$ cat src/rtl/cla_word_sequencer_pkg.sv
// Shared definitions for the nibble-serial wide adder: FSM encoding, nibble
// width and the index-counter width helper.
package cla_word_sequencer_pkg;

  localparam int NIB = 4;

  typedef enum logic [1:0] {
    ST_IDLE = 2'd0,
    ST_RUN  = 2'd1,
    ST_DONE = 2'd2
  } state_e;

  // A single-nibble word still needs a 1-bit index register.
  function automatic int idx_width(input int words);
    return (words > 1) ? $clog2(words) : 1;
  endfunction

endpackage

$ cat src/rtl/cla_word_sequencer_cla.sv
// 4-bit carry-lookahead adder: every carry is a flat sum of generate/propagate
// products so no carry ripples through the sum bits.
module carry_lookahead_adder
  import cla_word_sequencer_pkg::*;
(
  input  logic [NIB-1:0] a,
  input  logic [NIB-1:0] b,
  input  logic           cin,
  output logic [NIB-1:0] s,
  output logic           cout
);

  logic [NIB-1:0] g;
  logic [NIB-1:0] p;
  logic [NIB:0]   c;

  assign g = a & b;
  assign p = a ^ b;

  assign c[0] = cin;
  assign c[1] = g[0] | (p[0] & cin);
  assign c[2] = g[1] | (p[1] & g[0]) | (p[1] & p[0] & cin);
  assign c[3] = g[2] | (p[2] & g[1]) | (p[2] & p[1] & g[0])
              | (p[2] & p[1] & p[0] & cin);
  assign c[4] = g[3] | (p[3] & g[2]) | (p[3] & p[2] & g[1])
              | (p[3] & p[2] & p[1] & g[0])
              | (p[3] & p[2] & p[1] & p[0] & cin);

  genvar gi;
  generate
    for (gi = 0; gi < NIB; gi++) begin : g_sum
      assign s[gi] = p[gi] ^ c[gi];
    end
  endgenerate

  assign cout = c[NIB];

endmodule

$ cat src/rtl/cla_word_sequencer.sv
// Wide adder that streams WORDS nibbles LSB-first through one shared 4-bit CLA,
// carrying between nibbles in a register; valid/ready on both sides.
module cla_word_sequencer
  import cla_word_sequencer_pkg::*;
#(
  parameter int WORDS = 4
) (
  input  logic                 clk,
  input  logic                 rst_n,
  input  logic                 in_valid,
  output logic                 in_ready,
  input  logic [NIB*WORDS-1:0] in_a,
  input  logic [NIB*WORDS-1:0] in_b,
  input  logic                 in_cin,
  output logic                 out_valid,
  input  logic                 out_ready,
  output logic [NIB*WORDS-1:0] out_sum,
  output logic                 out_cout,
  output logic                 out_ovf,
  output logic                 busy
);

  localparam int W     = NIB * WORDS;
  localparam int IDX_W = idx_width(WORDS);
  localparam logic [IDX_W-1:0] LAST_IDX = IDX_W'(WORDS - 1);

  state_e           state_q, state_d;
  logic [W-1:0]     a_q, a_d;
  logic [W-1:0]     b_q, b_d;
  logic [W-1:0]     sum_q, sum_d;
  logic             carry_q, carry_d;
  logic [IDX_W-1:0] idx_q, idx_d;

  logic [WORDS-1:0] nib_hit;
  logic [NIB-1:0]   cla_a;
  logic [NIB-1:0]   cla_b;
  logic [NIB-1:0]   cla_s;
  logic             cla_cout;

  // One-hot decode of the nibble index; drives both the operand mux and the
  // sum-register write enables.
  genvar gi;
  generate
    for (gi = 0; gi < WORDS; gi++) begin : g_hit
      assign nib_hit[gi] = (idx_q == IDX_W'(gi));
    end
  endgenerate

  always_comb begin
    cla_a = '0;
    cla_b = '0;
    for (int i = 0; i < WORDS; i++) begin
      if (nib_hit[i]) begin
        cla_a = cla_a | a_q[i*NIB +: NIB];
        cla_b = cla_b | b_q[i*NIB +: NIB];
      end
    end
  end

  carry_lookahead_adder u_cla (
    .a    (cla_a),
    .b    (cla_b),
    .cin  (carry_q),
    .s    (cla_s),
    .cout (cla_cout)
  );

  always_comb begin
    state_d   = state_q;
    a_d       = a_q;
    b_d       = b_q;
    sum_d     = sum_q;
    carry_d   = carry_q;
    idx_d     = idx_q;
    in_ready  = 1'b0;
    out_valid = 1'b0;
    busy      = 1'b0;

    case (state_q)
      ST_IDLE: begin
        in_ready = 1'b1;
        if (in_valid) begin
          a_d     = in_a;
          b_d     = in_b;
          carry_d = in_cin;
          sum_d   = '0;
          idx_d   = '0;
          state_d = ST_RUN;
        end
      end

      ST_RUN: begin
        busy    = 1'b1;
        carry_d = cla_cout;
        for (int i = 0; i < WORDS; i++) begin
          if (nib_hit[i]) begin
            sum_d[i*NIB +: NIB] = cla_s;
          end
        end
        // Index returns to 0 on the last nibble so it never exceeds WORDS-1.
        if (idx_q == LAST_IDX) begin
          idx_d   = '0;
          state_d = ST_DONE;
        end else begin
          idx_d = idx_q + 1'b1;
        end
      end

      ST_DONE: begin
        busy      = 1'b1;
        out_valid = 1'b1;
        if (out_ready) begin
          state_d = ST_IDLE;
        end
      end

      default: begin
        state_d = ST_IDLE;
      end
    endcase
  end

  always_ff @(posedge clk) begin
    if (!rst_n) begin
      state_q <= ST_IDLE;
      a_q     <= '0;
      b_q     <= '0;
      sum_q   <= '0;
      carry_q <= 1'b0;
      idx_q   <= '0;
    end else begin
      state_q <= state_d;
      a_q     <= a_d;
      b_q     <= b_d;
      sum_q   <= sum_d;
      carry_q <= carry_d;
      idx_q   <= idx_d;
    end
  end

  assign out_sum  = sum_q;
  assign out_cout = carry_q;
  // Overflow: like-signed operands producing a result of the other sign.
  assign out_ovf  = (a_q[W-1] == b_q[W-1]) && (sum_q[W-1] != a_q[W-1]);

endmodule

$ cat config.mk
export PLATFORM = sky130hd
export DESIGN_NAME = cla_word_sequencer
export DESIGN_NICKNAME = d
export VERILOG_FILES = /design/src/rtl/cla_word_sequencer_pkg.sv /design/src/rtl/cla_word_sequencer_cla.sv /design/src/rtl/cla_word_sequencer.sv
export SDC_FILE = /design/constraint.sdc
export NUM_CORES = 1
export LEC_CHECK = 0
export ABC_AREA = 1
export CAP_MARGIN = 15
export CORE_ASPECT_RATIO = 0.8
export CORE_MARGIN = 5
export CORE_UTILIZATION = 40
export DETAILED_ROUTE_END_ITERATION = 8
export PLACE_DENSITY = 0.71
export SLEW_MARGIN = 30
export SYNTH_ARGS = -nofsm -noshare
export SYNTH_HDL_FRONTEND = slang
export SYNTH_SLANG_ARGS = --single-unit
$ cat constraint.sdc
create_clock -name clk -period 2.3 [get_ports clk]
set_input_delay 0.46 -clock clk [delete_from_list [all_inputs] [get_ports clk]]
set_output_delay 0.46 -clock clk [all_outputs]
set_load 0.05 [all_outputs]
### Word-level counts from Yosys, hierarchy flattened

Index checks and enable logic that the tools add are counted.

* bits of input ports: 37
* output and inout bits: 21
* flip-flop bits (word level): 53

* add/sub/neg operators: 1
* mux-type cells: 26
* equality and inequality tests: 13
* reductions and logical operators: 12
* bitwise gates (word level): 38

Operator list (number)
* $mux 4: 12
* $pmux 16 s2: 1
* $or 4x4->4: 6
* $and 1x1->1: 16
* $mux 16: 1
* $reduce_and 3->1: 5
* $ne 2x2->1 const B: 6
* $mux 2: 5
* $or 1x1->1: 10
* $eq 2x2->1 const B: 3
* $pmux 2 s3: 1
* $and 4x4->4: 1
* $eq 2x1->1 const B: 2
* $logic_not 2->1: 2
* $mux 1: 4
* $pmux 2 s2: 1
* $reduce_and 2->1: 2
* $xor 1x1->1: 4
* $xor 4x4->4: 1
* $add 2x1->2 const B: 1
* $pmux 1 s2: 1
* $reduce_bool 2->1: 1
* $reduce_or 2->1: 1
* $eq 1x1->1: 1
* other kinds (2): 2

### Longest topological paths before layout

* depth in word-level cells: 16
* gate-level depth with buffers: 14
* mapped depth without buffers: 13

### Modules after synthesis

Synthesis repeated with hierarchy kept, for this count alone.

* cell total of the unflattened synthesis: 368
* area, all modules: 2605.0 um^2

Modules (own cells, without submodules)
* cla_word_sequencer: cells an instance 331, instances 1, area an instance 2369.8 um^2, seq. area each 1061.0 um^2
* carry_lookahead_adder: cells an instance 37, instances 1, area an instance 235.2 um^2, seq. area each 0.0 um^2

### Worst setup path before layout

No wires, ideal clock.

* path type: reg2reg
* from: register idx_q[0]
* to: register sum_q[11] (netlist: out_sum[11])
* cell stages (with the launch flop): 14
* buffers on the path: 1
* data arrival time: 1.983 ns
* period minus slack after synthesis: 2.105 ns
* setup slack: 0.195 ns
* required time: 2.178 ns
* library setup time: 0.122 ns
* path through: dfxtp_1 inv_1 ha_1 clkbuf_1 a22o_1 nor2_1 inv_1 ha_1 nand2_1 nand2_1 nand2_1 nand2_1 nand3_1 a21oi_1

* cells in the longest elaborated chain, start to end: 16
* elaborated cells on any way between the ends: 33
* those cells by class: 4 x eq/ne; 10 x mux; 17 x bitwise; 2 x reduce/logical

RTL lines
* start: declaration: RTL line cla_word_sequencer.sv:32 `logic [IDX_W-1:0] idx_q, idx_d;`
* start signal: assignment: RTL line cla_word_sequencer.sv:137 `idx_q <= idx_d;`
* $logic_not 2->1: RTL line cla_word_sequencer.sv:45 `assign nib_hit[gi] = (idx_q == IDX_W'(gi));`
* $mux 4: RTL line cla_word_sequencer.sv:53 `if (nib_hit[i]) begin`
* $or 4x4->4, on equally long branches: RTL line cla_word_sequencer.sv:54, cla_word_sequencer.sv:55
* $mux 4: RTL line cla_word_sequencer.sv:53
* $or 4x4->4, on equally long branches: RTL line cla_word_sequencer.sv:54, cla_word_sequencer.sv:55
* $mux 4: RTL line cla_word_sequencer.sv:53
* $or 4x4->4, on equally long branches: RTL line cla_word_sequencer.sv:54, cla_word_sequencer.sv:55
* $mux 4: RTL line cla_word_sequencer.sv:53
* $xor 4x4->4 / $and 4x4->4 (equally long branches): RTL line cla_word_sequencer_cla.sv:18, cla_word_sequencer_cla.sv:17
* $and 1x1->1, on equally long branches: RTL line cla_word_sequencer_cla.sv:23, cla_word_sequencer_cla.sv:24
* $or 1x1->1 (tied with other cells): RTL line cla_word_sequencer_cla.sv:23 `assign c[3] = g[2] | (p[2] & g[1]) | (p[2] & p[1] & g[0])`
* $or 1x1->1 / $and 1x1->1 (equally long branches): RTL line cla_word_sequencer_cla.sv:23, cla_word_sequencer_cla.sv:24
* $or 1x1->1: RTL line cla_word_sequencer_cla.sv:24 `| (p[2] & p[1] & p[0] & cin);`
* $xor 1x1->1: RTL line cla_word_sequencer_cla.sv:32 `assign s[gi] = p[gi] ^ c[gi];`
* $mux 4: RTL line cla_word_sequencer.sv:96 `if (nib_hit[i]) begin`
* $pmux 16 s2: RTL line cla_word_sequencer.sv:79 `case (state_q)`
* end signal: assignment: RTL line cla_word_sequencer.sv:135 `sum_q <= sum_d;`
* end: declaration: RTL line cla_word_sequencer.sv:30 `logic [W-1:0] sum_q, sum_d;`

Several ways; a longest one is shown, not always the timed one. The select of a mux whose other input is x is not followed.
A chain may end at the register's enable or synchronous reset.

### Worst setup path in the final report

* from: register a_q[15]
* to: output port out_ovf

* cells in the longest elaborated chain, start to end: 2
* elaborated cells on any way between the ends: 3
* those cells by class: 2 x eq/ne; 1 x reduce/logical

RTL lines
* start: declaration: RTL line cla_word_sequencer.sv:28 `logic [W-1:0] a_q, a_d;`
* start signal: assignment: RTL line cla_word_sequencer.sv:126 `a_q <= '0;`
* start signal: assignment: RTL line cla_word_sequencer.sv:133 `a_q <= a_d;`
* $eq 1x1->1 / $ne 1x1->1 (equally long branches): RTL line cla_word_sequencer.sv:144 `assign out_ovf = (a_q[W-1] == b_q[W-1]) && (sum_q[W-1] != a_q[W-1]);`
* $logic_and 1x1->1 (*): RTL line cla_word_sequencer.sv:144
* end: declaration: RTL line cla_word_sequencer.sv:19 `output logic out_ovf,`

Every way passes the cells marked *; elsewhere a longest branch is shown, timed or not.

==> metrics.cfg <==
[run_status]
outcome = complete, no violations

[timing]
setup_viol = 0
fin_crit_sh_pct = 95.1
whs_ns = 0.470
fmax_mhz = 457
drv_slew = 0
tightestPinTransition_ns = 0.502
relSlewSlack_pct = 66.4
skew_ns = 0.00363
fin_crit_ns = 2.19
fin_tns_setup_ns = 0
hold_viol = 0

[critical_path]
worstPathMaxFanout = 4
cp.arrival_ns = 1.73
crit_path_end_kind = primary output
startpoint_type = flip-flop
crit_type = reg -> out
worst-endpoint-required_ns = 1.84

[cts]
post_cts_buffers = 0
root_buffer = clkbuf_8
cts_buffer_depth = 2
clk_pin_slew_worst_paths_ns = 0.09
cts_resized = 1
htree_levels = 2
cts_tree = done
cts_made_buffers = 5
cts.sinks = 53
clock_latency_ns = 0.30
cts_hold_buf = 0

[synthesis]
synthCells = 349
synth_top_family_by_area = simple AND/OR/NAND/NOR gates
synthMuxAreaShare_pct = 0
yosysSeqAreaShare_pct = 42.4
synthDistinctLibCells = 25
synth-compound-area-share_pct = 14.3
yosys_warnings = 0
synthesis.nets = 399
synth_fa_ha_area_share_pct = 6.80
syn_area_per_cell_sq_um = 7.17
synth_seq_cells = 53
syn_area_sq_um = 2500
synth_xor_area_share_pct = 0.350
synth-simple-area-share_pct = 29.4

[job]
maxCapViolCount = 0

[drt]
wl_mm = 5.88
drtIter0Drc = 96
postRouteAntennaNets = 0
dr.pass1.iters = 4
route.detailed.drc = 0
wl_per_cell_um = 12.1
viasPerCell = 4.67
vias = 2271

[global_routing]
antenna_found_initial = 0
grt_pass1_vias = 2126
grt_max_degree = 34
overflow = 0
grt_usage_pct = 15.2
grt_pass1_wl_mm = 9.80

[finish]
fin_area_sq_um = 3260
n_antenna_cell = 0
layout-drive-gt1-share_pct = 9.14
num-fill-cells = 588
area_delta_synth_final_pct = 30.3
final_nets = 454

[floorplan]
die_area_sq_um = 7950
start_util_pct = 41.7
design.core.area_sq_um = 6010
die_x_um = 98.4
fp.dieH_um = 80.7
core.rowCount = 25
io_pins = 58

[pwr]
power_density_nw_per_um2 = 1260
irDropWorstVdd_mv = 0.388
leakage_nw = 1.36

[place]
numPortBuffers = 57
hpwl_mm = 4.60
placed_area_sq_um = 3160
routabilityCongestion = 0.850

[worst_hold_path]
hold_class = reg -> reg

[layer usage]
layer	routed length, um	vias to the layer above	share of wire (%)	GRT usage [%]
li1	-	1227	-	-
met1	3030	995	52	21.0
met2	2520	47	43	23.5
met3	288	2	4.9	3.43
met4	39	0	0.66	5.32
met5	0	-	0	0
[report_power, final]
part	internal (mW)	total (mW)	switching (mW)
Clock	0.217	0.497	0.280
Combinational	0.765	2.25	1.48
Sequential	1.20	1.36	0.168
[worst max-delay path, cell delays in order, from the launching register on]
cell	delay, ns
dfxtp_1	0.32
inv_1	0.07
o21a_1	0.17
nor2_1	0.07
clkdlybuf4s50_1	0.80
[cells in the final DEF, fill, tap and decap left out]
cell type / instances
a22o_1: 2
fa_1: 1
dfxtp_1: 52
nand2_4: 1
inv_1: 24
nand2_1: 69
o21ai_0: 37
o2111ai_1: 1
inv_4: 1
a21oi_1: 16
ha_1: 9
nor2_2: 1
o21a_1: 1
or2_2: 2
dfxtp_2: 1
nand4_1: 7
a21oi_2: 1
clkbuf_1: 3
inv_2: 2
xor2_1: 1
buf_4: 9
o21ai_1: 2
nor2_1: 77
ha_2: 3
o21ai_2: 3
nand2_2: 1
clkdlybuf4s50_1: 55
nand3_1: 11
nor2_4: 4
nand3_2: 2
o21ai_4: 1
clkbuf_8: 5
[area by class of cell]
class	instances	area, sq um	share of cell area, %
Multi-Input combinational cell	253	1290	39.7
Clock buffer	8	80.1	2.46
Tap cell	81	101	3.11
Inverter	27	104	3.18
Sequential cell	53	1060	32.6
Timing Repair Buffer	64	618	19.0
[path summary, 6_finish.rpt]
check	from	cells past startpoint	end	slack, ns
setup / recovery	a_q[15]$_SDFFE_PN0P_	4	out_ovf	0.11
hold reg to reg	out_sum[12]$_SDFFE_PN0P_	2	out_sum[12]$_SDFFE_PN0P_	0.47
setup reg to reg	idx_q[1]$_SDFFE_PN0P_	9	out_cout$_SDFFE_PN0P_	0.20
hold / removal	out_sum[12]$_SDFFE_PN0P_	2	out_sum[12]$_SDFFE_PN0P_	0.47
[Yosys cell counts (all sizes together)]
| cell | instances | area share (%) |
|---|---|---|
| o21a | 1 | 0.30 |
| fa | 1 | 0.80 |
| clkbuf | 11 | 1.7 |
| nand2 | 71 | 11 |
| o21ai | 43 | 9.5 |
| inv | 27 | 4.2 |
| o2111ai | 1 | 0.35 |
| or2 | 2 | 0.50 |
| a21oi | 17 | 3.4 |
| nand4 | 7 | 1.7 |
| ha | 12 | 6.0 |
| nand3 | 13 | 2.6 |
| xor2 | 1 | 0.35 |
| a22o | 2 | 0.70 |
| nor2 | 82 | 13 |
| buf | 5 | 1.0 |
| dfxtp | 53 | 42 |
[flip-flops by register name, summed over array words and instances, names as in the netlist]
| register | flops |
|---|---|
| a_q | 16 |
| b_q | 16 |
| out_sum | 16 |
| idx_q | 2 |
| state_q | 2 |
| out_cout | 1 |
[cell families (layout without fill, tap and decap cells)]
group | count (synthesis) | after routing
buffers and inverters | 43 | 99
AOI/OAI and AO/OA | 64 | 64
DFF | 53 | 53
xor gates and xnor gates | 1 | 1
and+or+nand+nor | 175 | 175
adders and majority gates | 13 | 13
[through the flow]
step / worst slack, ns / power (mW) / util [%] / instances
global route: -0.00185 / 4.43 / 54.3 / 486
floorplan: 0.195 / 2.99 / - / 349
finish: 0.114 / 4.11 / 54.3 / 486
detailed placement: 0.0275 / 3.62 / 52.5 / 478
CTS: 0.0638 / 4.12 / 54.0 / 486
global placement: 0.118 / 3.57 / 52.5 / 478
No activity file was read; power rests on OpenSTA's default activity.
